==> src/rtl/l1i_fetch_ctrl.sv <==
// L1 instruction cache fetch sequencer. It owns the fetch PC and sweeps the array to zero after reset.
// It also round-robins the single cache write port between the boot loader (A) and the refill engine (B).
module l1i_fetch_ctrl #(
    parameter int NUM_ENTRIES = 257,
    parameter int ADDR_W      = 16,
    parameter int DATA_W      = 60
) (
    input  logic              clock_i,
    input  logic              reset,
    input  logic              reqA_valid_i,
    input  logic [ADDR_W-1:0] reqA_addr_i,
    input  logic [DATA_W-1:0] reqA_data_i,
    output logic              reqA_ready_o,
    input  logic              reqB_valid_i,
    input  logic [ADDR_W-1:0] reqB_addr_i,
    input  logic [DATA_W-1:0] reqB_data_i,
    output logic              reqB_ready_o,
    input  logic              halt_i,
    input  logic              branch_valid_i,
    input  logic [ADDR_W-1:0] branch_offset_i,
    input  logic              branch_dir_i,
    output logic              cache_we_o,
    output logic [ADDR_W-1:0] cache_waddr_o,
    output logic [DATA_W-1:0] cache_wdata_o,
    output logic [ADDR_W-1:0] fetch_pc_o,
    output logic              fetch_en_o,
    output logic              err_o,
    output logic [1:0]        state_o
);

    localparam int CNT_W = $clog2(NUM_ENTRIES);

    typedef enum logic [1:0] {
        CLEAR = 2'd0,
        RUN   = 2'd1,
        FILL  = 2'd2,
        HALT  = 2'd3
    } state_t;

    state_t            state;
    state_t            state_next;
    logic [CNT_W-1:0]  clr_cnt;
    logic              clr_last;
    logic              prefer_a;
    logic              grant_a;
    logic              grant_b;
    logic              grant_any;
    logic              gnt_in_range;
    logic [ADDR_W-1:0] gnt_addr;
    logic [DATA_W-1:0] gnt_data;

    always_comb begin
        grant_a    = 1'b0;
        grant_b    = 1'b0;
        state_next = state;
        gnt_addr   = reqA_addr_i;
        gnt_data   = reqA_data_i;
        clr_last   = (clr_cnt == CNT_W'(NUM_ENTRIES - 1));
        if (state == CLEAR) begin
            state_next = clr_last ? RUN : CLEAR;
        end else begin
            // prefer_a is cleared by an A grant, so a tie goes to whoever waited
            grant_a = reqA_valid_i && (!reqB_valid_i || prefer_a);
            grant_b = reqB_valid_i && !grant_a;
            if (grant_b) begin
                gnt_addr = reqB_addr_i;
                gnt_data = reqB_data_i;
            end
            if (grant_a || grant_b) begin
                state_next = FILL;
            end else if (halt_i) begin
                state_next = HALT;
            end else begin
                state_next = RUN;
            end
        end
    end

    assign grant_any    = grant_a || grant_b;
    assign gnt_in_range = (gnt_addr < ADDR_W'(NUM_ENTRIES));
    assign reqA_ready_o = grant_a;
    assign reqB_ready_o = grant_b;
    assign state_o      = state;

    always_ff @(posedge clock_i) begin
        if (!reset) begin
            state         <= CLEAR;
            clr_cnt       <= '0;
            prefer_a      <= 1'b1;
            cache_we_o    <= 1'b0;
            cache_waddr_o <= '0;
            cache_wdata_o <= '0;
            fetch_pc_o    <= '0;
            fetch_en_o    <= 1'b0;
            err_o         <= 1'b0;
        end else begin
            state      <= state_next;
            fetch_en_o <= (state_next == RUN);
            cache_we_o <= 1'b0;
            err_o      <= 1'b0;
            if (state == CLEAR) begin
                cache_we_o    <= 1'b1;
                cache_waddr_o <= ADDR_W'(clr_cnt);
                cache_wdata_o <= '0;
                clr_cnt       <= clr_last ? '0 : clr_cnt + 1'b1;
            end else begin
                if (grant_any) begin
                    prefer_a <= grant_b;
                    // out-of-range fills still handshake but never reach the array
                    if (gnt_in_range) begin
                        cache_we_o    <= 1'b1;
                        cache_waddr_o <= gnt_addr;
                        cache_wdata_o <= gnt_data;
                    end else begin
                        err_o <= 1'b1;
                    end
                end
                if (branch_valid_i) begin
                    fetch_pc_o <= branch_dir_i ? fetch_pc_o + branch_offset_i
                                               : fetch_pc_o - branch_offset_i;
                end else if (fetch_en_o) begin
                    fetch_pc_o <= fetch_pc_o + 1'b1;
                end
            end
        end
    end

endmodule

==> config.mk <==
export PLATFORM = sky130hd
export DESIGN_NAME = l1i_fetch_ctrl
export DESIGN_NICKNAME = d
export VERILOG_FILES = /design/src/rtl/l1i_fetch_ctrl.sv
export SDC_FILE = /design/constraint.sdc
export NUM_CORES = 1
export LEC_CHECK = 0
export ABC_AREA = 1
export CAP_MARGIN = 25
export CORE_MARGIN = 4
export CORE_UTILIZATION = 23
export CTS_BUF_LIST = sky130_fd_sc_hd__clkbuf_8
export DETAILED_ROUTE_END_ITERATION = 10
export PLACE_DENSITY = 0.59
export SLEW_MARGIN = 0
export SYNTH_ARGS = -nofsm -noshare
export SYNTH_HDL_FRONTEND = slang
export SYNTH_SLANG_ARGS = --single-unit
==> constraint.sdc <==
create_clock -name clock_i -period 3 [get_ports clock_i]
set_input_delay 0.6 -clock clock_i [delete_from_list [all_inputs] [get_ports clock_i]]
set_output_delay 0.6 -clock clock_i [all_outputs]
set_load 0.02 [all_outputs]
---- After elaboration in Yosys (flattened, before gate mapping) ----
Cells that the tools add are included.
storage, ports and cells
  output and inout port bits .............. 99
  bits in registers ....................... 107
  input bits .............................. 175
  word-level logic and storage cells ...... 57
operators by class
  bitwise operators ....................... 3
  multiplexer cells ....................... 20
  reductions and logical operators ........ 17
  add/sub/neg operators ................... 4
  magnitude comparators ................... 1
  eq/ne operators ......................... 2
operators by type and width
  operator                 number
  $mux W16                 5
  $mux W60                 1
  $mux W9                  4
  $add A16 B1 Y16 const B  1
  $add A16 B16 Y16         1
  $lt A16 B9 Y1 const B    1
  $sub A16 B16 Y16         1
  $add A9 B1 Y9 const B    1
  $eq A9 B9 Y1 const B     1
  $reduce_and A2 Y1        4
  $mux W1                  7
  $mux W2                  3
  $reduce_bool A2 Y1       3
  $logic_or A1 B1 Y1       3
  $not A1 Y1               3
  $reduce_or A3 Y1         1
  $eq A2 B1 Y1 const B     1
  $logic_and A1 B1 Y1      2
  $logic_not A1 Y1         2
  $logic_not A2 Y1         1
  $reduce_or A2 Y1         1

---- Logic depth before layout (Yosys ltp) ----
  word-level depth ........................ 11
  depth in mapped cells ................... 22
  mapped depth without buffers ............ 22

---- Worst setup path after synthesis ----
No wires, ideal clock.
  path type ............................... input -> register
  start point ............................. input port branch_dir_i
  end point ............................... register fetch_pc_o[13]
  path slack .............................. 0.277 ns
  buffers on the path ..................... 1
  required time ........................... 2.883 ns
  library setup time ...................... 0.117 ns
  data arrival time ....................... 2.606 ns
  stages on the path ...................... 16
  cell sequence ........................... clkbuf_1 clkinv_1 o21ai_0 o21ai_0 a21oi_1 ha_1 nand2_1 inv_1 a21oi_1 nand2_1 nand2_1 nand3_1 a21oi_1 nor2_1 nor2_1 nor2_1
on the way
  longest elaborated chain between the ends .. 2
ends and longest elaborated chain
  element               line  RTL
  from (decl)           21    input logic branch_dir_i,
  $mux W16              119   fetch_pc_o <= branch_dir_i ? fetch_pc_o + branch_offset_i
  $mux W16              118   if (branch_valid_i) begin
  to (signal assigned)  119
  to (signal assigned)  122   fetch_pc_o <= fetch_pc_o + 1'b1;
  to (decl)             25    output logic [ADDR_W-1:0] fetch_pc_o,
No other way between the ends.
A chain may end at the register's enable or synchronous reset.

---- Worst setup path after layout ----
  start point ............................. input port reqB_valid_i
  end point ............................... output port reqB_ready_o
on the way
  longest elaborated chain between the ends .. 6
ends and longest elaborated chain
  element                  line  RTL
  from (decl)              14    input logic reqB_valid_i,
  $logic_not A1 Y1         63    grant_a = reqA_valid_i && (!reqB_valid_i || prefer_a);
  $logic_or A1 B1 Y1       63
  $logic_and A1 B1 Y1      63
  $logic_not A1 Y1         64    grant_b = reqB_valid_i && !grant_a;
  $logic_and A1 B1 Y1 (*)  64
  $mux W1 (*)              59    if (state == CLEAR) begin
  to (decl)                17    output logic reqB_ready_o,
Every way passes the cells marked *; elsewhere a longest branch is shown, timed or not.

==> impl_metrics.py <==
metrics = {
    "critical_path": {
        "cp_data_arrival_time_ns": 2.26,
        "r2r_start": "state_o[1]$_SDFF_PN0_",
        "endpoint_kind": "output pin",
        "ff2ff_path_depth": 13,
        "critical_path_class": "in -> out",
        "cp.required_ns": 2.40,
        "critPathMaxFanout": 13,
        "setup.worst_path.start_class": "primary input",
        "crit_path_start": "reqB_valid_i",
    },
    "floorplan": {
        "core-area_um2": 26100,
        "fp.dieArea_um2": 29200,
        "initial_core_util": 0.234,
        "boundaryPins": 274,
        "die_x_um": 171,
        "row_count": 59,
        "fp.dieH_um": 171,
    },
    "sta": {
        "worst_slack_ns": 0.139,
        "setup_violations": 0,
        "timing_hold_violations_final": 0,
        "period_minus_slack_ns": 2.86,
        "slew_violations": 0,
        "grt_setup_unrepaired": "true",
        "fin_skew_ns": 0.0128,
        "worst_pin_slew_ns": 0.656,
        "setup-tns-final_ns": 0,
        "timing.fmax_ghz": 0.350,
        "slew_headroom": 0.562,
        "min_period_over_period": 0.954,
    },
    "clock_tree": {
        "clock_sinks": 107,
        "path_clk_slew_ns": 0.11,
        "cts_tree": "yes",
        "htreeDepth": 3,
        "insertion_delay_ns": 0.38,
        "hold_buffers": 0,
        "cts-root-buf": "clkbuf_8",
        "numCtsBuffers": 9,
        "cts_buffer_depth": 2,
    },
    "global_route": {
        "grt_start_max_net_pins": 65,
        "grt_pass1_wl_um": 32100,
        "grt_antenna_before_repair": 0,
        "track_usage": 0.135,
        "first_global_vias": 6484,
        "grt.overflow.total": 0,
    },
    "place": {
        "place_congestion": 0.876,
        "dp_slack_ns": -0.474,
        "hpwl_um": 16600,
        "numPortBuffers": 273,
    },
    "power_and_ir_drop": {
        "ir_drop_mv": 0.187,
        "p_leak_nw": 3.98,
        "p_per_area_nw_per_um2": 308,
    },
    "drt": {
        "drcViolationCount": 0,
        "ant_nets": 0,
        "wl_per_cell_um": 13.9,
        "dr.pass1.iters": 6,
        "totalWireLength_um": 21200,
        "vias": 6689,
        "drt-initial-drc-count": 313,
        "via_per_inst": 4.38,
    },
    "outcome": {
        "status": "complete, no violations",
    },
    "run": {
        "max-cap-violations": 0,
    },
    "synth": {
        "synth_area_per_cell_um2": 7.07,
        "synth.top_cell.area_share": 0.350,
        "synthCells": 864,
        "ys_seq_area_frac": 0.350,
        "synth-edff-count": 0,
        "ys.flop_type": "dfxtp_1",
        "yosys_warnings": 0,
        "synth_cell_types": 37,
        "synth_top_area_cell": "dfxtp_1",
        "synth_area_leaders": "dfxtp_1 35%, nand2_1 15%, mux2_2 11%, a21oi_1 8.7%, inv_1 4.2%",
        "ys_ff_latch": 107,
        "syn-cell-area_um2": 6110,
        "synth_fp_nets": 1058,
        "async_reset_ff_frac": 0,
    },
    "finish": {
        "antenna_cells": 0,
        "drive_gt1_frac": 0.166,
        "nFillCells": 2746,
        "synthToLayoutAreaGrowth_pct": 64.7,
        "final_nets": 1380,
    },
    "worst_hold_path": {
        "worstHoldStart": "cache_waddr_o[9]$_SDFFE_PP0P_",
        "hp-class": "reg -> reg",
        "whs_path_depth": 2,
    },
}
-- repair_timing --
| item | in CTS | in global routing |
|---|---|---|
| pin swaps | 0 | 19 |
| resized for setup | 1 | 48 |
| setup buffers | 0 | 7 |
| endpoints found under the setup margin | 1 | 8 |
-- per-layer routing --
metal	global-route usage	vias up	wire length [µm]
li1	-	3479	-
met5	0	-	0
met1	0.156	3031	8730
met2	0.249	161	10900
met4	0.0293	0	280
met3	0.0344	18	1310
-- sequential cells by signal (all words and copies together), names as in the netlist --
name           cells
cache_waddr_o     16
cache_wdata_o     60
cache_we_o         1
clr_cnt            9
err_o              1
fetch_en_o         1
fetch_pc_o        16
prefer_a           1
state_o            2
-- cell families (layout without fill, tap and decap cells) --
logic type,Yosys count,count (layout),share of synthesized area
fa+ha+maj,19,19,0.0401
mux,60,60,0.111
compound gates,176,176,0.152
flops,107,107,0.350
buf+inv,116,443,0.0792
xor+xnor,13,13,0.0186
simple gates,373,373,0.249
-- worst max-delay path: stages --
cell             delay (ns)
clkdlybuf4s50_1        0.49
inv_2                  0.05
a21oi_4                0.12
nand2_2                0.18
inv_1                  0.18
clkdlybuf4s50_1        0.63
-- cell type report --
type / instances / area (µm²) / share of cell area
clock buffer: 9 / 124 / 0.0123
tap: 335 / 419 / 0.0416
sequential: 107 / 2140 / 0.213
clock inverter: 7 / 60.1 / 0.00597
inverter: 72 / 270 / 0.0269
multi-input combinational: 641 / 3660 / 0.363
timing repair buffer: 355 / 3390 / 0.337
-- final timing paths --
check                                       end  slack (ns)
hold / removal    cache_waddr_o[9]$_SDFFE_PP0P_        0.45
setup / recovery                   reqB_ready_o        0.14
setup reg to reg  cache_waddr_o[0]$_SDFFE_PN0P_        0.66
hold reg to reg   cache_waddr_o[9]$_SDFFE_PP0P_        0.45
-- power by group --
part           switching (mW)  leakage [nW]  total (mW)  internal [mW]
clock network           0.533        0.0951       0.850          0.317
logic                   0.324          3.03       0.784          0.460
registers              0.0204         0.864        1.46           1.44
-- cell usage in the layout, fill, tap and decap left out, drive strengths merged --
master and count:
mux2 60, buf 82, fa 1, nor3 11, clkdlybuf4s50 271, clkinv 3, xor2 12, a31oi 4
nand2 242, xnor2 1, inv 75, a21oi 107, nand3 38, dfxtp 107, a21o 5, nand3b 8
o21ai 53, ha 18, clkbuf 9, and3 1, or2 1, nor2 68, o21bai 3, o21a 1
clkinvlp 1, a211oi 1, dlymetal6s2s 2, nand4 2, nor4 2, o211ai 2
-- cell usage after synthesis (all sizes together) (2+ instances only) --
library cell,n
xor2,12
dfxtp,107
o21bai,3
o21ai,53
a21o,5
a21oi,107
nor4,2
inv,71
ha,18
nand4,2
a31oi,4
nand3,38
nor3,11
clkbuf,25
o211ai,2
nand3b,8
mux2,60
buf,19
nor2,68
nand2,242
-- through the flow --
stage	utilization	hold slack (ns)	power (mW)	instances	instance area (µm²)
2_1_floorplan	-	0.422	1.82	864	6110
3_3_place_gp	0.370	0.427	2.25	1503	9660
3_5_place_dp	0.370	0.430	2.25	1503	9660
4_1_cts	0.377	0.449	3.13	1519	9850
5_1_grt	0.385	0.467	3.28	1526	10100
6_report	0.385	0.445	3.10	1526	10100
(Power assumes the default switching activity.)
